### config.mk
export PLATFORM = sky130hd
export DESIGN_NAME = fir_lp_seq
export DESIGN_NICKNAME = d
export VERILOG_FILES = /design/src/rtl/fir_lp_seq.sv
export SDC_FILE = /design/constraint.sdc
export NUM_CORES = 1
export LEC_CHECK = 0
export ABC_CLOCK_PERIOD_IN_PS = 5400
export CAP_MARGIN = 20
export CORE_MARGIN = 1
export CORE_UTILIZATION = 50
export DETAILED_ROUTE_END_ITERATION = 16
export PLACE_DENSITY = 0.94
export SETUP_SLACK_MARGIN = 0.2
export SLEW_MARGIN = 10
export SYNTH_ARGS = -nofsm -noshare
export SYNTH_HDL_FRONTEND = slang
export SYNTH_SLANG_ARGS = --single-unit
### constraint.sdc
create_clock -name aclk -period 5.4 [get_ports aclk]
set_clock_uncertainty 0.15 [all_clocks]
set_input_delay 0.54 -clock aclk [delete_from_list [all_inputs] [get_ports aclk]]
set_output_delay 0.54 -clock aclk [all_outputs]
set_load 0.02 [all_outputs]
### src/rtl/fir_lp_seq.sv
// Frame sequencer for the low-pass FIR path: primes the filter with NTAPS mid-scale words,
// streams ctrl_len samples through it and forwards ctrl_len filtered samples downstream.
module fir_lp_seq #(
    parameter int unsigned NTAPS      = 32,
    parameter int unsigned LEN_W      = 16,
    parameter logic [31:0] PRIME_DATA = 32'h0000_8000
) (
    input  logic             aclk,
    input  logic             aresetn,
    input  logic             ctrl_start,
    input  logic [LEN_W-1:0] ctrl_len,
    input  logic             ctrl_abort,
    output logic             stat_busy,
    output logic             stat_done,
    output logic             stat_abort,
    input  logic [31:0]      s_axis_tdata,
    input  logic             s_axis_tvalid,
    output logic             s_axis_tready,
    output logic [31:0]      fir_tdata,
    output logic             fir_tvalid,
    input  logic             fir_tready,
    input  logic [31:0]      fir_r_tdata,
    input  logic             fir_r_tvalid,
    output logic             fir_r_tready,
    output logic [31:0]      m_axis_tdata,
    output logic             m_axis_tvalid,
    input  logic             m_axis_tready,
    output logic             m_axis_tlast
);
    localparam int unsigned   CW      = LEN_W + 1;
    localparam logic [CW-1:0] NTAPS_C = CW'(NTAPS);

    typedef enum logic [2:0] {StIdle, StPrime, StRun, StWait, StDrain} state_e;

    state_e           state_q, state_d;
    logic [LEN_W-1:0] len_q, len_d;
    logic [CW-1:0]    in_cnt_q, in_cnt_d;
    logic [CW-1:0]    out_cnt_q, out_cnt_d;
    logic             done_q, done_d;
    logic             abort_q, abort_d;
    logic [CW-1:0]    total;
    logic             fir_hs, fir_r_hs;
    logic             win, discard, fwd;

    assign total    = NTAPS_C + CW'(len_q);
    assign fir_hs   = fir_tvalid & fir_tready;
    assign fir_r_hs = fir_r_tvalid & fir_r_tready;

    assign stat_busy  = (state_q != StIdle);
    assign stat_done  = done_q;
    assign stat_abort = abort_q;

    // Input side: priming words first, then a pass-through of the source stream.
    always_comb begin
        fir_tdata     = s_axis_tdata;
        fir_tvalid    = 1'b0;
        s_axis_tready = 1'b0;
        case (state_q)
            StPrime: begin
                fir_tdata  = PRIME_DATA;
                fir_tvalid = 1'b1;
            end
            StRun: begin
                fir_tvalid    = s_axis_tvalid;
                s_axis_tready = fir_tready;
            end
            default: ;
        endcase
    end

    // Output side is steered by out_cnt alone, so it keeps working across PRIME/RUN/WAIT.
    assign win     = (state_q != StIdle) && (state_q != StDrain);
    assign discard = (out_cnt_q < NTAPS_C);
    assign fwd     = !discard && (out_cnt_q < total);

    always_comb begin
        m_axis_tdata  = fir_r_tdata;
        m_axis_tvalid = 1'b0;
        m_axis_tlast  = 1'b0;
        fir_r_tready  = 1'b0;
        if (state_q == StDrain) begin
            fir_r_tready = 1'b1;
        end else if (win) begin
            if (discard) begin
                fir_r_tready = 1'b1;
            end else if (fwd) begin
                m_axis_tvalid = fir_r_tvalid;
                fir_r_tready  = m_axis_tready;
                m_axis_tlast  = (out_cnt_q == total - CW'(1));
            end
        end
    end

    always_comb begin
        state_d   = state_q;
        len_d     = len_q;
        in_cnt_d  = in_cnt_q + CW'(fir_hs);
        out_cnt_d = out_cnt_q + CW'(fir_r_hs);
        done_d    = 1'b0;
        abort_d   = 1'b0;
        case (state_q)
            StIdle: begin
                if (ctrl_start) begin
                    state_d   = StPrime;
                    len_d     = ctrl_len;
                    in_cnt_d  = '0;
                    out_cnt_d = '0;
                end
            end
            StPrime: begin
                if (fir_hs && (in_cnt_q == NTAPS_C - CW'(1))) begin
                    state_d = (len_q != '0) ? StRun : StWait;
                end
            end
            StRun: begin
                if (fir_hs && (in_cnt_q == total - CW'(1))) state_d = StWait;
            end
            StWait: begin
                if (out_cnt_d == total) begin
                    state_d = StIdle;
                    done_d  = 1'b1;
                end
            end
            StDrain: begin
                if (out_cnt_q == in_cnt_q) begin
                    state_d = StIdle;
                    abort_d = 1'b1;
                end
            end
            default: state_d = StIdle;
        endcase
        // Abort overrides any transition; the counters above still take this cycle's beats.
        if (ctrl_abort && (state_q inside {StPrime, StRun, StWait})) begin
            state_d = StDrain;
            done_d  = 1'b0;
        end
    end

    always_ff @(posedge aclk or negedge aresetn) begin
        if (!aresetn) begin
            state_q   <= StIdle;
            len_q     <= '0;
            in_cnt_q  <= '0;
            out_cnt_q <= '0;
            done_q    <= 1'b0;
            abort_q   <= 1'b0;
        end else begin
            state_q   <= state_d;
            len_q     <= len_d;
            in_cnt_q  <= in_cnt_d;
            out_cnt_q <= out_cnt_d;
            done_q    <= done_d;
            abort_q   <= abort_d;
        end
    end

endmodule

==> impl_metrics.csv <==
group,metric,value,unit
power_and_ir_drop,ir_worst_vdd,0.211,mV
clock_tree,cts_tree,"yes",
finish,post-route-util,61.6,%
sta,hold_viol,0,
sta,rsz0062_at_grt,"no",
global_routing,grt_start_max_net_pins,56,
logic_synthesis,synthCells,678,
floorplanning,num_io_pins,160,
drt,met2_length,7.31,mm
finish,synthToLayoutAreaGrowth,18.4,%
run_status,status,"finished, final reports clean",
placed_design,place_congestion,0.964,
drt,wl,16.1,mm
finish,antenna_cells,0,
clock_tree,cts-root-buf,"clkbuf_16",
logic_synthesis,async_reset_ff_share,100,%
setup_path,crit_required,5.42,ns
sta,tightest_slew,1.07,ns
global_routing,grt_util_all_layers,27.8,%
logic_synthesis,syn_area_per_cell,8.47,sq um
power_and_ir_drop,p_leak,2.74,nW
finish,drive_gt1_share,14.4,%
clock_tree,cts.sinks,55,
sta,whs,0.220,ns
logic_synthesis,synthFlopType,"dfrtp_1",
setup_path,cp.arrival,5.01,ns
sta,post-route-period-util,92.5,%
setup_path,crit_path_max_fanout,8,
drt,firstDrtPassIters,5,
floorplanning,die_x,109,microns
drt,viasPerCell,6.14,
clock_tree,clockBufferDepth,2,
sta,setup_viol,0,
power_and_ir_drop,power_switching,1.39,mW
logic_synthesis,yosys_register_bits,55,
run,drv_cap,0,
clock_tree,htreeDepth,2,
logic_synthesis,yosysSeqAreaShare,24.0,%
setup_path,start_kind,"register",
sta,max_freq,200,MHz
power_and_ir_drop,intPower,1.57,mW
floorplanning,core,11000,sq um
power_and_ir_drop,powerDensity,434,nW/um^2
finish,final_common_cell,"clkdlybuf4s50_1",
logic_synthesis,yosys_warnings,0,
drt,first_iter_violations,501,
logic_synthesis,synthTopCellsByArea,"dfrtp_1 24%, xnor2_1 9.0%, xor2_1 5.5%",
drt,wl_per_cell,18.8,microns
setup_path,path_class,"register to register",
finish,fin_nets,827,
sta,finalSetupTns,0,ns
drt,vias,5283,
finish,final_cell_mix,"94 x clkdlybuf4s50_1, 58 x xnor2_1, 52 x nor2_1, 49 x dfrtp_1, 40 x nor2b_1",
sta,drv_slew,0,
drt,top_layer,"met4",
finish,fill_cells,919,
drt,wl_met3,1.49,mm
logic_synthesis,synth_top_area_share,24.0,%
drt,drc,0,
clock_tree,numCtsBuffers,5,
floorplanning,die_height,109,microns
setup_path,end_kind,"register",
power_and_ir_drop,netSwitchingFraction,46.9,%
clock_tree,clkTransAtPathRegs,0.07,ns
global_routing,grt_pass1_wl,25.4,mm
sta,fin_crit,4.99,ns
logic_synthesis,synth_area_leader_cell,"dfrtp_1",
clock_tree,clk_latency,0.29,ns
logic_synthesis,ys_types,83,
drt,wl_met1,6.82,mm
global_routing,grt_pass1_vias,4891,
floorplanning,num_rows,38,
logic_synthesis,netlist_area,5740,sq um
sta,slew_headroom,28.7,%
power_and_ir_drop,sequentialPowerShare,21.7,%
placed_design,numPortBuffers,95,
logic_synthesis,synth_fp_nets,785,
global_routing,grt_overflow,0,
global_routing,antenna_found_initial,0,
floorplanning,initial_core_util,52.1,%
min_path,min_path_type,"input pin to asynchronous set/reset pin",
placed_design,dp_hpwl,12.4,mm
power_and_ir_drop,p_comb_share,67.0,%
floorplanning,die_area,11900,sq um
logic_synthesis,synth_edf_count,0,
power_and_ir_drop,pwr-share-clk,11.3,%
drt,ant_nets,0,
power by group through the flow:
stage	combinational [mW]	sequential (mW)	clock, mW
2_1_floorplan	1.43	0.557	0
3_3_place_gp	1.86	0.637	0
3_5_place_dp	1.88	0.644	0
4_1_cts	1.90	0.637	0.338
5_1_grt	2.12	0.652	0.356
6_report	1.98	0.640	0.334
flip-flops by register name (all words and copies together), names as in the netlist:
| register | count |
|---|---|
| state_q | 3 |
| in_cnt_q | 17 |
| stat_abort | 1 |
| stat_done | 1 |
| out_cnt_q | 17 |
| len_q | 16 |
layout make-up:
cell class	instances	area [sq um]	share of cell area, %
clock buffers	6	139	2.04
clock inverters	1	5.00	0.0736
inverters	22	82.6	1.22
multi-input cells	512	3850	56.6
flip-flops and latches	55	1380	20.4
well taps	140	175	2.58
repair buffers	124	1160	17.1
worst paths after layout:
check	startpoint	endpoint	slack (ns)	depth (start not counted)
max in group asynchronous	aresetn	len_q[11]	4.32	2
min	aresetn	out_cnt_q[4]	0.22	2
max reg2reg	len_q[7]	state_q[0]	0.41	18
min in group aclk	len_q[3]	len_q[3]	0.45	2
min reg2reg	len_q[3]	len_q[3]	0.45	2
max	len_q[7]	state_q[0]	0.41	18
routing by layer:
metal	GRT usage [%]	vias to the layer above
li1	-	2426
met1	38.5	2508
met2	43.3	303
met3	5.26	46
met4	9.07	0
met5	0	-
synth_stat cells, types with 3 or more instances:
library cell / instances
xnor2_1: 59
dfrtp_1: 55
nor2_1: 52
nor2b_1: 40
xor2_1: 36
buf_4: 35
nand2_1: 34
clkbuf_1: 28
nor4_1: 26
inv_1: 22
nand3_1: 22
ha_1: 19
buf_2: 18
nand4_1: 16
nor3_1: 14
a21oi_1: 13
mux2_2: 13
o21ai_0: 13
and3_1: 9
o211ai_1: 9
or3_1: 8
nor3b_1: 7
or2_2: 7
a31oi_1: 6
buf_1: 6
a211oi_1: 5
a21o_1: 5
and2_1: 5
and4_1: 4
mux2i_1: 4
nand2b_1: 4
a31o_2: 3
nand3_2: 3
nor4b_1: 3
o21a_1: 3
o31ai_1: 3
or3b_1: 3
or4_4: 3
xor3_1: 3
timing repair:
item                       CTS  global route
pin swaps                    0             1
hold buffers                 0             0
buffers inserted             0             1
gates resized for setup      2            14
setup endpoints to repair    1             3
hold endpoints to repair     0             0
critical path, cell delays in order (launching register included):
cell and delay (ns):
dfrtp_2 0.48, and3_2 0.31, xnor2_4 0.26, ha_1 0.31
a211o_1 0.26, o221ai_1 0.21, a211o_1 0.16, a41o_1 0.19
a31oi_1 0.12, nor3b_2 0.20, ha_1 0.20, nand3_1 0.13
or4b_1 0.51, a41oi_1 0.34, o2111a_1 0.29, nand4_1 0.16
nor4b_4 0.33, a211oi_2 0.12, mux2i_1 0.15
through the flow:
| step | std cells | power (mW) | setup WS (ns) | instance area [sq um] |
|---|---|---|---|---|
| 2_1_floorplan | 678 | 1.99 | 0.360 | 5740 |
| 3_3_place_gp | 852 | 2.49 | 0.341 | 6580 |
| 3_5_place_dp | 852 | 2.52 | 0.193 | 6580 |
| 4_1_cts | 859 | 2.88 | 0.213 | 6740 |
| 5_1_grt | 860 | 3.12 | 0.204 | 6800 |
| 6_report | 860 | 2.95 | 0.408 | 6800 |
kinds of logic after synthesis:
group                    count (synthesis)  synth area share, %
buffers and inverters                  111                 10.1
multiplexers                            18                 3.49
adder cells (fa/ha/maj)                 20                 4.34
AO/OA/AOI/OAI                           92                 12.2
XOR/XNOR                               103                 17.4
flip-flops                              55                 24.0
AND/OR/NAND/NOR                        279                 28.6
Note: power is estimated with default switching activity, not from simulation.
